[src/rtl/pipe_stage_pkg.sv]
// pipe_stage shared types: occupancy states and default widths.
// Optional skid buffer is selected with PIPE_STAGE_SKID_EN.
package pipe_stage_pkg;

    typedef enum logic [1:0] {
        EMPTY = 2'd0,
        FULL  = 2'd1,
        SKID  = 2'd2
    } state_t;

    localparam int DEF_WIDTH = 32;
    localparam int DEF_CNT_W = 16;

endpackage

[src/rtl/pipe_stage_cnt.sv]
// Saturating performance counter with synchronous clear.
// Clear wins over increment in the same cycle.
module pipe_stage_cnt #(
    parameter int W = 16
) (
    input  logic         CLK,
    input  logic         nRST,
    input  logic         clr,
    input  logic         inc,
    output logic [W-1:0] cnt
);

    always_ff @(posedge CLK or negedge nRST) begin
        if (!nRST) begin
            cnt <= '0;
        end else if (clr) begin
            cnt <= '0;
        end else if (inc && (cnt != '1)) begin
            cnt <= cnt + 1'b1;
        end
    end

endmodule

[src/rtl/pipe_stage.sv]
// Valid/ready pipeline register with flush and bubble/stall counters.
// Define PIPE_STAGE_SKID_EN for a registered in_ready with a skid slot.
module pipe_stage
    import pipe_stage_pkg::*;
#(
    parameter int WIDTH = DEF_WIDTH,
    parameter int CNT_W = DEF_CNT_W
) (
    input  logic             CLK,
    input  logic             nRST,
    input  logic             in_valid,
    output logic             in_ready,
    input  logic [WIDTH-1:0] in_data,
    output logic             out_valid,
    input  logic             out_ready,
    output logic [WIDTH-1:0] out_data,
    input  logic             flush,
    input  logic             cnt_clr,
    output logic [CNT_W-1:0] bubble_cnt,
    output logic [CNT_W-1:0] stall_cnt
);

    state_t           state;
    state_t           state_n;
    logic [WIDTH-1:0] main_q;
    logic [WIDTH-1:0] main_n;
    logic [WIDTH-1:0] skid_q;
    logic [WIDTH-1:0] skid_n;
    logic             in_xfer;
    logic             out_xfer;

    assign out_valid = (state != EMPTY);
    assign out_data  = main_q;

`ifdef PIPE_STAGE_SKID_EN
    // Ready depends on held state only, cutting the out_ready path.
    assign in_ready = nRST & (state != SKID);
`else
    assign in_ready = nRST & (out_ready | ~out_valid);
`endif

    assign in_xfer  = in_valid & in_ready;
    assign out_xfer = out_valid & out_ready;

    always_ff @(posedge CLK or negedge nRST) begin
        if (!nRST) begin
            state  <= EMPTY;
            main_q <= '0;
            skid_q <= '0;
        end else begin
            state  <= state_n;
            main_q <= main_n;
            skid_q <= skid_n;
        end
    end

    always_comb begin
        state_n = state;
        main_n  = main_q;
        skid_n  = skid_q;
        if (flush) begin
            state_n = EMPTY;
            main_n  = '0;
            skid_n  = '0;
        end else begin
            case (state)
                EMPTY: begin
                    if (in_xfer) begin
                        state_n = FULL;
                        main_n  = in_data;
                    end
                end
                FULL: begin
                    if (in_xfer && out_xfer) begin
                        main_n = in_data;
                    end else if (out_xfer) begin
                        state_n = EMPTY;
`ifdef PIPE_STAGE_SKID_EN
                    end else if (in_xfer) begin
                        state_n = SKID;
                        skid_n  = in_data;
`endif
                    end
                end
                SKID: begin
                    if (out_xfer) begin
                        state_n = FULL;
                        main_n  = skid_q;
                    end
                end
                default: begin
                    state_n = EMPTY;
                end
            endcase
        end
    end

    pipe_stage_cnt #(.W(CNT_W)) u_bubble (
        .CLK  (CLK),
        .nRST (nRST),
        .clr  (cnt_clr),
        .inc  (~out_valid),
        .cnt  (bubble_cnt)
    );

    pipe_stage_cnt #(.W(CNT_W)) u_stall (
        .CLK  (CLK),
        .nRST (nRST),
        .clr  (cnt_clr),
        .inc  (out_valid & ~out_ready),
        .cnt  (stall_cnt)
    );

endmodule

[config.mk]
export PLATFORM = sky130hd
export DESIGN_NAME = pipe_stage
export DESIGN_NICKNAME = d
export VERILOG_FILES = /design/src/rtl/pipe_stage_pkg.sv /design/src/rtl/pipe_stage_cnt.sv /design/src/rtl/pipe_stage.sv
export SDC_FILE = /design/constraint.sdc
export NUM_CORES = 1
export LEC_CHECK = 0
export ABC_AREA = 1
export BUFFER_PORTS_ARGS = -buffer_cell sky130_fd_sc_hd__buf_2
export CAP_MARGIN = 10
export CORE_MARGIN = 3
export CORE_UTILIZATION = 40
export DETAILED_ROUTE_END_ITERATION = 7
export HOLD_SLACK_MARGIN = 0.1
export PLACE_DENSITY = 0.62
export REMOVE_ABC_BUFFERS = 1
export SLEW_MARGIN = 10
export SYNTH_ARGS = -nofsm -noshare
export SYNTH_HDL_FRONTEND = slang
export SYNTH_SLANG_ARGS = --single-unit
[constraint.sdc]
create_clock -name CLK -period 4.4 [get_ports CLK]
set_clock_uncertainty 0.1 [all_clocks]
set_input_delay 0.22 -clock CLK [delete_from_list [all_inputs] [get_ports CLK]]
set_output_delay 0.22 -clock CLK [all_outputs]
set_load 0.005 [all_outputs]
==> impl_metrics.py <==
metrics = {
    "run_status": {
        "run_status": "finished clean",
    },
    "critical_path": {
        "critPathCaptureType": "flip-flop",
        "timing.critical_path.required_ps": 4570,
        "critPathArrivalTime_ps": 2330,
        "type_of_the_worst_setup_path": "input pin to flip-flop",
        "setup.worst_path.start_class": "input pin",
        "cp_max_fo": 33,
    },
    "logic_synthesis": {
        "synth_adder_area_share": 0.007454,
        "synthDominantCellAreaShare": 0.4845,
        "synth_top_family_by_area": "simple AND/OR/NAND/NOR gates",
        "synth-simple-area-share": 0.3940,
        "synthesis.area_um2": 3357,
        "xor_xnor_share_of_the_synthesized_area": 0.02087,
        "largest_area_contributor_in_the_netlist": "sky130_fd_sc_hd__dfrtp_1",
        "post_synthesis_sequential_element_count": 65,
        "yosysSeqAreaShare": 0.4845,
        "yosysWarningCount": 0,
        "yosys.cell_types.count": 22,
        "synthesis.instances": 441,
        "synthTopCellsByArea": "sky130_fd_sc_hd__dfrtp_1 48%, sky130_fd_sc_hd__nand2_1 18%, sky130_fd_sc_hd__nand3_1 8.2%",
        "synth.area.mux_share": 0,
        "synth_area_per_cell_um2": 7.612,
        "synth_compound_gate_area_share": 0.04025,
    },
    "grt": {
        "global_route.overflow_total": 0,
        "vias_in_the_first_global_route": 3309,
        "wire_length_of_the_first_global_routing_pass_um": 15610,
        "grt_util_all_layers": 0.1965,
        "grt_antenna_before_repair": 0,
        "grt_max_degree": 66,
    },
    "pwr": {
        "static_power_due_to_leakage_nw": 2.367,
        "worst_ir_drop_vdd_uv": 254.4,
        "total_power_mw": 1.288,
        "power_density_nw_per_um2": 289.4,
    },
    "routing": {
        "drt_wl_total_um": 9286,
        "wl_per_cell_um": 13.68,
        "drt_pre_antenna_iters": 5,
        "drtIter0Drc": 149,
        "via_count": 3439,
        "drc_violations_left": 0,
        "ant_nets": 0,
        "drt-vias-per-instance": 5.065,
    },
    "die": {
        "rows": 32,
        "initial_utilization": 0.4235,
        "die_height_um": 97.61,
        "pin_count": 104,
        "core_region_area_um2": 7928,
        "die_w_um": 97.61,
        "design.die.area_um2": 9528,
    },
    "clocking": {
        "deepest_clock_path_buffer_count": 2,
        "tritoncts": "done",
        "cts_inserted_buffers": 9,
        "setup_buffers_after_cts": 0,
        "root_buffer": "sky130_fd_sc_hd__clkbuf_8",
        "worstSkewPairLatency_ps": 340,
        "clk_pin_slew_ps": 80,
        "cts.sink_count": 65,
        "ctsHtreeMaxLevel": 3,
    },
    "flow_run": {
        "timing.max_cap.violations": 0,
    },
    "timing": {
        "worst_pin_slew_ps": 977.0,
        "setup_viol": 0,
        "hold_ws_ps": 143.2,
        "fin_crit_ps": 2163,
        "finalCritPeriodShare": 0.4916,
        "timing.fmax_ghz": 0.4623,
        "grt_setup_unrepaired": "no",
        "setup_tns_ps": 0,
        "maxSlewViolCount": 0,
        "slew_headroom": 0.3479,
        "hold_viol": 0,
    },
    "final_layout": {
        "fin_cells": 679,
        "final_nets": 612,
        "final_cell_mix": "162 x sky130_fd_sc_hd__nand2_1, 103 x sky130_fd_sc_hd__buf_2, 65 x sky130_fd_sc_hd__dfrtp_1",
        "mostFrequentLayoutCell": "sky130_fd_sc_hd__nand2_1",
        "fill_cell_instance_count_of_the_final_layout": 739,
        "final_layout_size_suffix_gt1_frac": 0.2392,
        "design_area_um2": 4452,
        "num_antenna_cells": 0,
        "syn2layout_area_growth_pct": 32.61,
    },
    "placement": {
        "placement.io_buffers": 103,
        "placed_area_um2": 3916,
        "placed_cells": 630,
        "globalplace.congestion": 0.8712,
        "detailedPlacementHpwl_um": 6011,
    },
    "hold_path": {
        "min-delay-path-class": "input pin to flip-flop",
    },
}
## through the flow
stage / setup slack (ps) / util
3_5_place_dp: 2222 / 0.4940
3_3_place_gp: 2280 / 0.4940
5_1_grt: 1985 / 0.5616
6_report: 2237 / 0.5616
4_1_cts: 2205 / 0.5616
2_1_floorplan: 2639 / -
## worst max-delay path: stages
cell and delay [ps]:
sky130_fd_sc_hd__dlygate4sd3_1 520, sky130_fd_sc_hd__buf_2 140, sky130_fd_sc_hd__inv_1 40, sky130_fd_sc_hd__nor2_1 160, sky130_fd_sc_hd__nand2_2 390, sky130_fd_sc_hd__inv_2 570
sky130_fd_sc_hd__nand2_1 130, sky130_fd_sc_hd__a21oi_1 140
## final timing paths
kind | slack (ps) | start | depth (start not counted) | end
worst max register to register | 2240 | state[0] | 7 | state[0]
max in group asynchronous | 3100 | nRST | 3 | out_data[10]
worst min-delay path | 140 | flush | 2 | out_data[6]
min in group asynchronous | 560 | nRST | 3 | u_stall.cnt[1]
worst max-delay path | 2240 | nRST | 8 | out_data[5]
worst min register to register | 410 | out_data[30] | 2 | out_data[30]
## registers in the layout, summed over array words and instances (netlist names)
register / flops
out_data: 32
u_stall.cnt: 16
state: 1
u_bubble.cnt: 16
## cell families after synthesis
| logic type | Yosys count |
|---|---|
| AND/OR/NAND/NOR | 301 |
| flip-flops | 65 |
| buffers and inverters | 40 |
| AO/OA/AOI/OAI | 25 |
| XOR/XNOR | 8 |
| adder cells (fa/ha/maj) | 2 |
## cells in the mapped netlist
cell / number
sky130_fd_sc_hd__ha_1: 2
sky130_fd_sc_hd__nor2_1: 42
sky130_fd_sc_hd__o21ai_0: 7
sky130_fd_sc_hd__or2_2: 5
sky130_fd_sc_hd__inv_1: 19
sky130_fd_sc_hd__nor2_4: 4
sky130_fd_sc_hd__buf_6: 2
sky130_fd_sc_hd__o21bai_1: 4
sky130_fd_sc_hd__inv_2: 4
sky130_fd_sc_hd__xor2_1: 8
sky130_fd_sc_hd__nor2_2: 3
sky130_fd_sc_hd__buf_1: 2
sky130_fd_sc_hd__nor3_1: 1
sky130_fd_sc_hd__nand4_1: 27
sky130_fd_sc_hd__dfrtp_1: 65
sky130_fd_sc_hd__clkbuf_1: 5
sky130_fd_sc_hd__buf_4: 1
sky130_fd_sc_hd__a21oi_1: 14
sky130_fd_sc_hd__buf_2: 7
sky130_fd_sc_hd__nand2_2: 2
sky130_fd_sc_hd__nand3_1: 55
sky130_fd_sc_hd__nand2_1: 162
## routing by layer
layer  up-vias  wire [um]  global-route usage
li1       1707          -                   -
met1      1608       4223              0.2491
met2       114       4261              0.3221
met3        10        692             0.06030
met4         0        109             0.05964
met5         -          0                   0
## where the power goes
group	total (mW)	internal (mW)	switching, mW	leakage, nW
sequential	0.628	0.614	0.0134	0.894
combinational	0.133	0.0582	0.0746	1.37
clock	0.528	0.278	0.250	0.0985
total	1.29	0.950	0.338	2.37
## layout make-up
cell class / instances / area (um2) / area share
multi-input combinational: 336 / 1553 / 0.3488
timing repair buffer: 137 / 853.3 / 0.1917
clock inverter: 6 / 67.56 / 0.01518
inverter: 23 / 86.33 / 0.01939
clock buffer: 10 / 137.6 / 0.03092
tap: 102 / 127.6 / 0.02867
sequential: 65 / 1627 / 0.3654
## repair_timing
item | CTS | global route
gates resized for setup | 0 | 0
endpoints found under the hold margin | 97 | 0
hold buffers | 33 | 0
Note: power is estimated with default switching activity, not from simulation.
